==> src/rtl/loop_player_if.sv <==
// ============================================================================
// Module      : loop_player_if
// Description : Synchronous BRAM read port used by the loop player.
// Revision    : 1.0 - initial release
// ============================================================================
`default_nettype none

interface loop_player_if #(
    parameter int ADDR_WIDTH = 16,
    parameter int DATA_WIDTH = 8
);
    logic        [ADDR_WIDTH-1:0] mem_addr_out;
    logic signed [DATA_WIDTH-1:0] mem_data_in;

    modport master (output mem_addr_out, input mem_data_in);
    modport slave  (input mem_addr_out, output mem_data_in);
endinterface

`default_nettype wire

==> src/rtl/loop_player.sv <==
// ============================================================================
// Module      : loop_player
// Description : Looper playback engine; prefetches samples from BRAM and
//               emits one signed sample per audio tick (one-shot or looped).
//               Optional macro LOOP_PLAYER_REVERSE_EN adds reverse playback.
// Revision    : 1.0 - initial release
// ============================================================================
`default_nettype none

module loop_player #(
    parameter int ADDR_WIDTH   = 16,
    parameter int DATA_WIDTH   = 8,
    parameter int READ_LATENCY = 2
) (
    input  wire logic                         clk_in,
    input  wire logic                         rst_in,
    input  wire logic                         start_in,
    input  wire logic                         stop_in,
    input  wire logic                         loop_in,
    input  wire logic        [ADDR_WIDTH-1:0] rec_len_in,
    input  wire logic                         sample_tick_in,
`ifdef LOOP_PLAYER_REVERSE_EN
    input  wire logic                         reverse_in,
`endif
    output logic signed      [DATA_WIDTH-1:0] sample_out,
    output logic                              sample_valid_out,
    output logic                              busy_out,
    output logic                              done_out,
    output logic                              underrun_out,
    loop_player_if.master                     mem
);

    localparam int c_CW = (READ_LATENCY < 2) ? 1 : $clog2(READ_LATENCY + 1);
    localparam logic [c_CW-1:0]       c_LAT      = c_CW'(READ_LATENCY);
    localparam logic [c_CW-1:0]       c_CNT_ONE  = c_CW'(1);
    localparam logic [ADDR_WIDTH-1:0] c_ADDR_ONE = ADDR_WIDTH'(1);

    typedef enum logic [1:0] {
        S_IDLE  = 2'd0,
        S_FETCH = 2'd1,
        S_READY = 2'd2
    } state_t;

    state_t                       r_state_q,  w_state_d;
    logic        [ADDR_WIDTH-1:0] r_addr_q,   w_addr_d;
    logic        [ADDR_WIDTH-1:0] r_len_q,    w_len_d;
    logic        [c_CW-1:0]       r_cnt_q,    w_cnt_d;
    logic signed [DATA_WIDTH-1:0] r_pref_q,   w_pref_d;
    logic signed [DATA_WIDTH-1:0] r_sample_q, w_sample_d;
    logic                         r_valid_q,  w_valid_d;
    logic                         r_done_q,   w_done_d;
    logic                         r_under_q,  w_under_d;
    logic                         r_rev_q,    w_rev_d;

    logic w_rev_sel;
    logic w_start_ok;
    logic w_last;
    logic [ADDR_WIDTH-1:0] w_wrap_addr;
    logic [ADDR_WIDTH-1:0] w_step_addr;

`ifdef LOOP_PLAYER_REVERSE_EN
    assign w_rev_sel = reverse_in;
`else
    assign w_rev_sel = 1'b0;
`endif

    // A zero-length start is treated as if no start had been issued.
    assign w_start_ok  = start_in && (rec_len_in != '0);
    assign w_last      = r_rev_q ? (r_addr_q == '0) : (r_addr_q == r_len_q - c_ADDR_ONE);
    assign w_wrap_addr = r_rev_q ? (r_len_q - c_ADDR_ONE) : '0;
    assign w_step_addr = r_rev_q ? (r_addr_q - c_ADDR_ONE) : (r_addr_q + c_ADDR_ONE);

    always_comb begin
        w_state_d  = r_state_q;
        w_addr_d   = r_addr_q;
        w_len_d    = r_len_q;
        w_cnt_d    = r_cnt_q;
        w_pref_d   = r_pref_q;
        w_sample_d = r_sample_q;
        w_valid_d  = 1'b0;
        w_done_d   = 1'b0;
        w_under_d  = r_under_q;
        w_rev_d    = r_rev_q;

        if (stop_in) begin
            w_state_d  = S_IDLE;
            w_sample_d = '0;
        end else if (w_start_ok) begin
            w_state_d  = S_FETCH;
            w_len_d    = rec_len_in;
            w_rev_d    = w_rev_sel;
            w_addr_d   = w_rev_sel ? (rec_len_in - c_ADDR_ONE) : '0;
            w_cnt_d    = '0;
            w_under_d  = 1'b0;
            w_sample_d = '0;
        end else begin
            case (r_state_q)
                S_IDLE: begin
                end
                S_FETCH: begin
                    // Tick arrived too early: emit silence, keep fetching.
                    if (sample_tick_in) begin
                        w_under_d  = 1'b1;
                        w_valid_d  = 1'b1;
                        w_sample_d = '0;
                    end
                    if (r_cnt_q == c_LAT) begin
                        w_pref_d  = mem.mem_data_in;
                        w_state_d = S_READY;
                    end else begin
                        w_cnt_d = r_cnt_q + c_CNT_ONE;
                    end
                end
                S_READY: begin
                    if (sample_tick_in) begin
                        w_sample_d = r_pref_q;
                        w_valid_d  = 1'b1;
                        w_cnt_d    = '0;
                        if (!w_last) begin
                            w_addr_d  = w_step_addr;
                            w_state_d = S_FETCH;
                        end else if (loop_in) begin
                            w_addr_d  = w_wrap_addr;
                            w_state_d = S_FETCH;
                        end else begin
                            w_state_d = S_IDLE;
                            w_done_d  = 1'b1;
                        end
                    end
                end
                default: begin
                    w_state_d = S_IDLE;
                end
            endcase
        end
    end

    always_ff @(posedge clk_in) begin
        if (rst_in) begin
            r_state_q  <= S_IDLE;
            r_addr_q   <= '0;
            r_len_q    <= '0;
            r_cnt_q    <= '0;
            r_pref_q   <= '0;
            r_sample_q <= '0;
            r_valid_q  <= 1'b0;
            r_done_q   <= 1'b0;
            r_under_q  <= 1'b0;
            r_rev_q    <= 1'b0;
        end else begin
            r_state_q  <= w_state_d;
            r_addr_q   <= w_addr_d;
            r_len_q    <= w_len_d;
            r_cnt_q    <= w_cnt_d;
            r_pref_q   <= w_pref_d;
            r_sample_q <= w_sample_d;
            r_valid_q  <= w_valid_d;
            r_done_q   <= w_done_d;
            r_under_q  <= w_under_d;
            r_rev_q    <= w_rev_d;
        end
    end

    assign mem.mem_addr_out = r_addr_q;
    assign sample_out       = r_sample_q;
    assign sample_valid_out = r_valid_q;
    assign busy_out         = (r_state_q != S_IDLE);
    assign done_out         = r_done_q;
    assign underrun_out     = r_under_q;

endmodule

`default_nettype wire

==> src/flat_wrapper.sv <==
// flat-port wrapper written by rule: the top's interface ports become plain ports
module loop_player_flat 
#(
    parameter int ADDR_WIDTH   = 16,
    parameter int DATA_WIDTH   = 8,
    parameter int READ_LATENCY = 2
)
  (clk_in, rst_in, start_in, stop_in, loop_in, rec_len_in, sample_tick_in, sample_out, sample_valid_out, busy_out, done_out, underrun_out, mem_mem_addr_out, mem_mem_data_in);
  loop_player_if #(.ADDR_WIDTH(ADDR_WIDTH), .DATA_WIDTH(DATA_WIDTH)) mem_i ();
  input  wire logic clk_in;
  input  wire logic rst_in;
  input  wire logic start_in;
  input  wire logic stop_in;
  input  wire logic loop_in;
  input  wire logic        [ADDR_WIDTH-1:0] rec_len_in;
  input  wire logic sample_tick_in;
  output logic signed      [DATA_WIDTH-1:0] sample_out;
  output logic sample_valid_out;
  output logic busy_out;
  output logic done_out;
  output logic underrun_out;
  output wire logic [$bits(mem_i.mem_addr_out)-1:0] mem_mem_addr_out;
  input wire logic [$bits(mem_i.mem_data_in)-1:0] mem_mem_data_in;
  assign mem_mem_addr_out = mem_i.mem_addr_out;
  assign mem_i.mem_data_in = mem_mem_data_in;
  loop_player #(.ADDR_WIDTH(ADDR_WIDTH), .DATA_WIDTH(DATA_WIDTH), .READ_LATENCY(READ_LATENCY)) u_core (.clk_in(clk_in), .rst_in(rst_in), .start_in(start_in), .stop_in(stop_in), .loop_in(loop_in), .rec_len_in(rec_len_in), .sample_tick_in(sample_tick_in), .sample_out(sample_out), .sample_valid_out(sample_valid_out), .busy_out(busy_out), .done_out(done_out), .underrun_out(underrun_out), .mem(mem_i));
endmodule
==> config.mk <==
export PLATFORM = sky130hd
export DESIGN_NAME = loop_player_flat
export DESIGN_NICKNAME = d
export VERILOG_FILES = /design/src/rtl/loop_player_if.sv /design/src/rtl/loop_player.sv /design/src/flat_wrapper.sv
export SDC_FILE = /design/constraint.sdc
export NUM_CORES = 1
export LEC_CHECK = 0
export ABC_AREA = 1
export ABC_CLOCK_PERIOD_IN_PS = 3800
export CORE_MARGIN = 5
export CORE_UTILIZATION = 50
export DETAILED_ROUTE_END_ITERATION = 7
export PLACE_DENSITY_LB_ADDON = 0.2
export SYNTH_ARGS = -nofsm -noshare
export SYNTH_HDL_FRONTEND = slang
export SYNTH_SLANG_ARGS = --single-unit
==> constraint.sdc <==
create_clock -name clk_in -period 3.8 [get_ports clk_in]
set_input_delay 0.57 -clock clk_in [delete_from_list [all_inputs] [get_ports clk_in]]
set_output_delay 0.57 -clock clk_in [all_outputs]
set_load 0.005 [all_outputs]
==> Word-level counts from Yosys, hierarchy flattened <==
Cells that the tools add are included.
{ "word_totals": {"reg_bits": 55, "input_bits": 30, "output_inout_bits": 28} }
{ "op_classes": {"addsub": 3, "n_eq_ne": 12, "mux": 23, "bitwise": 7, "n_reduce_logical": 22} }
{ "op_table": {"columns": ["cell", "n"], "rows": [
  ["16-bit 2-to-1 mux", 5],
  ["16-bit by 1-bit adder with 16-bit output (second input constant)", 1],
  ["16-bit == test", 1],
  ["8-bit 2-to-1 mux", 2],
  ["8-bit case mux with 2 select lines", 1],
  ["16-bit nonzero test", 1],
  ["16-bit by 1-bit subtractor with 16-bit output (second input constant)", 1],
  ["2-bit 2-to-1 mux", 6],
  ["3-bit AND reduction", 4],
  ["4-bit AND reduction", 3],
  ["2-bit nonzero test", 5],
  ["3-bit by 2-bit inequality test with 1-bit output (second input constant)", 3],
  ["1-bit 2-to-1 mux", 7],
  ["1-bit inverter", 7],
  ["2-bit case mux with 3 select lines", 1],
  ["6-bit OR reduction", 1],
  ["2-bit == test (second input constant)", 2],
  ["2-bit by 1-bit inequality test with 1-bit output (second input constant)", 2],
  ["2-bit inequality test (second input constant)", 2],
  ["2-bit case mux with 2 select lines", 1],
  ["2-bit OR reduction", 2],
  ["4-bit OR reduction", 1],
  ["3-bit by 1-bit inequality test with 1-bit output (second input constant)", 1],
  ["3-bit nonzero test", 1],
  ["other kinds (6)", 6]
]} }

==> Logic depth before layout (Yosys ltp) <==
{ "depth": {"word_depth": 6, "ltp_mapped": 17, "mapped_depth_nobuf": 17} }

==> Least setup slack after synthesis <==
OpenSTA, ideal clock, no wires.
{ "synth_path": {"path_type": "input to register", "startpoint": "input port rec_len_in[7]", "endpoint": "register u_core.r_cnt_q[0]", "setup_ps": 116, "t_arrival_ps": 1849, "t_required_ps": 3684, "setup_slack_ps": 1835, "path_stages": 9, "path_cell_list": "nor4_1 -> nand4_1 -> nand2_2 -> inv_1 -> buf_2 -> nand2_1 -> buf_2 -> nand2_1 -> o211a_1"} }
{ "synth_between": {"elab_chain_cells": 4, "elab_cells_between_ends": 7, "classes_between": "eq/ne (2); mux (1); reduce/logical (4)"} }
{ "synth_lines": {"columns": ["item", "line", "source"], "rows": [
  ["from (decl)", "flat_wrapper.sv:15", "input wire logic [ADDR_WIDTH-1:0] rec_len_in;"],
  ["16-bit nonzero test (*)", "loop_player.sv:68", "assign w_start_ok = start_in && (rec_len_in != '0);"],
  ["1-bit logical AND (*)", "loop_player.sv:68", null],
  ["3-bit by 2-bit inequality test with 1-bit output (no line) / 3-bit nonzero test (equally long branches)", null, null],
  ["4-bit AND reduction (no line)", null, null],
  ["to (signal assigned)", "loop_player.sv:154", "r_cnt_q <= w_cnt_d;"],
  ["to (decl)", "loop_player.sv:47", "logic [c_CW-1:0] r_cnt_q, w_cnt_d;"]
]} }
Every way passes the cells marked *; elsewhere a longest branch is shown, timed or not.
A chain may end at the register's enable or synchronous reset.

==> Worst setup path after layout <==
{ "layout_path": {"startpoint": "input port rec_len_in[3]", "endpoint": "register u_core.r_addr_q[9] (netlist: u_core.mem.mem_addr_out[9])"} }
{ "layout_between": {"elab_chain_cells": 4, "elab_cells_between_ends": 7, "classes_between": "eq/ne (1); mux (1); reduce/logical (5)"} }
{ "layout_lines": {"columns": ["item", "line", "source"], "rows": [
  ["16-bit nonzero test (*)", "loop_player.sv:68", null],
  ["1-bit logical AND (*)", "loop_player.sv:68", null],
  ["3-bit by 2-bit inequality test with 1-bit output (no line) / 2-bit nonzero test (equally long branches)", null, null],
  ["4-bit AND reduction (no line)", null, null],
  ["to (signal assigned)", "loop_player.sv:152", "r_addr_q <= w_addr_d;"],
  ["to (decl)", "loop_player.sv:45", "logic [ADDR_WIDTH-1:0] r_addr_q, w_addr_d;"]
]} }
Marked as above.

==> flow_summary_export.csv <==
group,metric,value,unit
status,status,"completed",
worst_setup_path,crit_fanout,22,
sta,tightest_slew,0.5909,ns
power_and_ir_drop,power.leakage,1.769,nW
sta,fmax,0.3761,GHz
worst_setup_path,start_kind,"primary input",
cells_and_area,fin_nets,615,
clocking,numCtsBuffers,5,
global_route,antenna_found_initial,0,
global_route,grt_pass1_wl,15260,um
logic_synthesis,ys_top_cells_by_area,"dfxtp_1, nand2_1, nor2_1",
floorplan,rows,30,
cells_and_area,final_layout_size_suffix_gt1_share,6.379,%
clocking,cts-root-buf,"clkbuf_8",
global_route,grt_max_degree,35,
logic_synthesis,ys_seq_area_share,32.35,%
logic_synthesis,yosysWarnings,0,
detailed_routing,postRouteAntennaNets,0,
sta,finalSetupTns,0,ns
clocking,post_cts_resized,0,
sta,fin_crit,2.659,ns
sta,skew,0.005898,ns
sta,finalWorstSetupSlack,1.141,ns
sta,finalHoldViolCount,0,
place,port_buffers,57,
detailed_routing,vias,3509,
global_route,met2_usage,38.49,%
logic_synthesis,netlist_top_cells_count,"nand2_1, nor2_1, dfxtp_1, inv_1, nand3_1",
clocking,cts.path.max_buffers,2,
floorplan,io_pins,58,
logic_synthesis,synth.most_common_cell,"nand2_1",
cells_and_area,num_antenna_cells,0,
cells_and_area,area_growth,20.66,%
power_and_ir_drop,power-per-cell-area,328.2,nW/um^2
global_route,grt_usage,22.11,%
detailed_routing,post-route-drc-count,0,
floorplan,die_x,92.50,um
logic_synthesis,ys.flop_type,"dfxtp_1",
sta,rsz0062_at_grt,"false",
detailed_routing,wirelength,9460,um
min_path,hold_class,"register to register",
worst_setup_path,critPathKind,"primary input to register",
detailed_routing,first_pass_iters,5,
global_route,busiest_layer,"met2",
logic_synthesis,synth.avg_cell_area,6.458,um^2
global_route,first_global_vias,3269,
sta,finalCritPeriodShare,69.97,%
worst_setup_path,cp.arrival,2.85,ns
detailed_routing,avgRoutedWirePerCell,14.33,um
logic_synthesis,netlist_instances,527,
clocking,insertion_delay,0.31,ns
power_and_ir_drop,peakVddDrop,0.0001960,V
cells_and_area,n_fill_cell,642,
sta,maxSlewViolCount,0,
detailed_routing,via_per_inst,5.317,
clocking,post_cts_buffers,0,
worst_setup_path,required,4.00,ns
clocking,h-tree-depth,2,
logic_synthesis,syn_area,3403,um^2
cells_and_area,multi_input_area,2006,um^2
clocking,cts_tree,"built",
logic_synthesis,synth.distinct_cells,34,
logic_synthesis,syn_nets,563,
clocking,clk_pin_slew,0.10,ns
global_route,gr-total-overflow,0,
detailed_routing,drt_iter0_drc,117,
clocking,clock_sinks,55,
floorplan,die-area,8556,um^2
clocking,ctsHoldBuffers,0,
place,place_ws,0.8316,ns
cells_and_area,seqCellArea,1101,um^2
floorplan,die_height,92.50,um
place,dpl.hpwl,7449,um
sta,slew_headroom,60.34,%
place,globalplace.congestion,0.9532,
global_route,grtUsageMet1,27.52,%
floorplan,start_util,50.65,%
logic_synthesis,synth-edff-count,0,
logic_synthesis,yosys_register_bits,55,
global_route,grt_use_met3,4.224,%
logic_synthesis,async_flop_share,0,%
logic_synthesis,synth_top_area_share,32.35,%
worst_setup_path,critPathCaptureType,"register",
job,maxCapViolCount,0,
sta,final-setup-viol-count,0,
logic_synthesis,yosysTopAreaCell,"dfxtp_1",
floorplan,fp.coreArea,6719,um^2
## state kept, by name, indices dropped and copies added (netlist names)
signal	cells
u_core.done_out	1
u_core.mem.mem_addr_out	16
u_core.r_cnt_q	2
u_core.r_len_q	16
u_core.r_pref_q	8
u_core.r_state_q	2
u_core.sample_out	8
u_core.sample_valid_out	1
u_core.underrun_out	1
## area by class of cell
cell class                      count  area share, %
Multi-Input combinational cell    399          48.84
Clock buffer                        5          1.676
Timing Repair Buffer               59          14.26
Sequential cell                    55          26.81
Inverter                           59          5.393
Tap cell                           80          2.438
Clock inverter                      3         0.5789
## cells by family (layout without fill, tap and decap cells)
| group | after synthesis | count (layout) | share of synthesized area [%] |
|---|---|---|---|
| simple gates | 306 | 306 | 41.03 |
| compound gates | 65 | 65 | 10.04 |
| buf+inv | 73 | 126 | 8.713 |
| fa+ha+maj | 6 | 6 | 2.206 |
| flops | 55 | 55 | 32.35 |
| xor+xnor | 22 | 22 | 5.662 |
## where the power goes
group	total (W)	internal, W	switching [W]
clock	0.000339	0.000134	0.000205
sequential	0.000640	0.000601	0.0000394
combinational	0.000369	0.000150	0.000219
total	0.00135	0.000884	0.000464
## per-layer routing
layer | wire (um) | up-vias | share of wire (%)
li1 | - | 1801 | -
met1 | 4123 | 1614 | 44
met2 | 4639 | 76 | 49
met3 | 487 | 18 | 5.1
met4 | 210 | 0 | 2.2
met5 | 0 | - | 0
## worst max-delay path, cell delays in order
cell and delay [ns]:
clkdlybuf4s50_1 0.42, nor4_1 0.38, nand4_1 0.16, nand2_2 0.22
inv_1 0.20, or2_2 0.35, nand3_2 0.34, nand2_1 0.09
nand2_1 0.08, nor2_1 0.04
## final timing paths
check                                   from                                      end  slack (ns)  cells past startpoint
max                            rec_len_in[3]  u_core.mem.mem_addr_out[9]$_SDFFE_PP0P_        1.14                     10
min          u_core.r_pref_q[7]$_SDFFE_PP0P_          u_core.r_pref_q[7]$_SDFFE_PP0P_        0.46                      2
max reg2reg   u_core.r_len_q[0]$_SDFFE_PP0P_  u_core.mem.mem_addr_out[9]$_SDFFE_PP0P_        1.36                     15
min reg2reg  u_core.r_pref_q[7]$_SDFFE_PP0P_          u_core.r_pref_q[7]$_SDFFE_PP0P_        0.46                      2
## cells in the final DEF (no fill, tap or decap), types with 2 or more instances in the layout
cell             synthesis  final
a21oi_1                 29     29
buf_4                    0      2
clkbuf_8                 0      5
clkdlybuf4s50_1          0     57
clkinv_1                 2      2
dfxtp_1                 55     55
ha_1                     6      6
inv_1                   53     53
inv_2                    4      4
nand2_1                118    118
nand2_2                  5      5
nand2_4                  2      2
nand3_1                 41     41
nand3_2                  3      3
nand3b_1                 6      6
nand4_1                 14     14
nor2_1                  90     90
nor2_2                   7      7
nor2_4                   4      4
nor3_1                   7      7
nor4_1                   5      5
o211ai_1                 2      2
o21ai_0                 27     27
o21ai_1                  3      3
xnor2_1                  2      2
xor2_1                  20     20
## through the flow
stage	total power (W)	area [um^2]	instances	hold WS, ns	utilization [%]
3_5_place_dp	0.001017	4014	652	0.4500	59.74
2_1_floorplan	0.0008968	3403	527	0.4245	-
6_report	0.001348	4106	660	0.4555	61.12
5_1_grt	0.001427	4106	660	0.4843	61.12
3_3_place_gp	0.001012	4014	652	0.4459	59.74
4_1_cts	0.001352	4106	660	0.4652	61.12
Power figures use the tool's default switching activity.
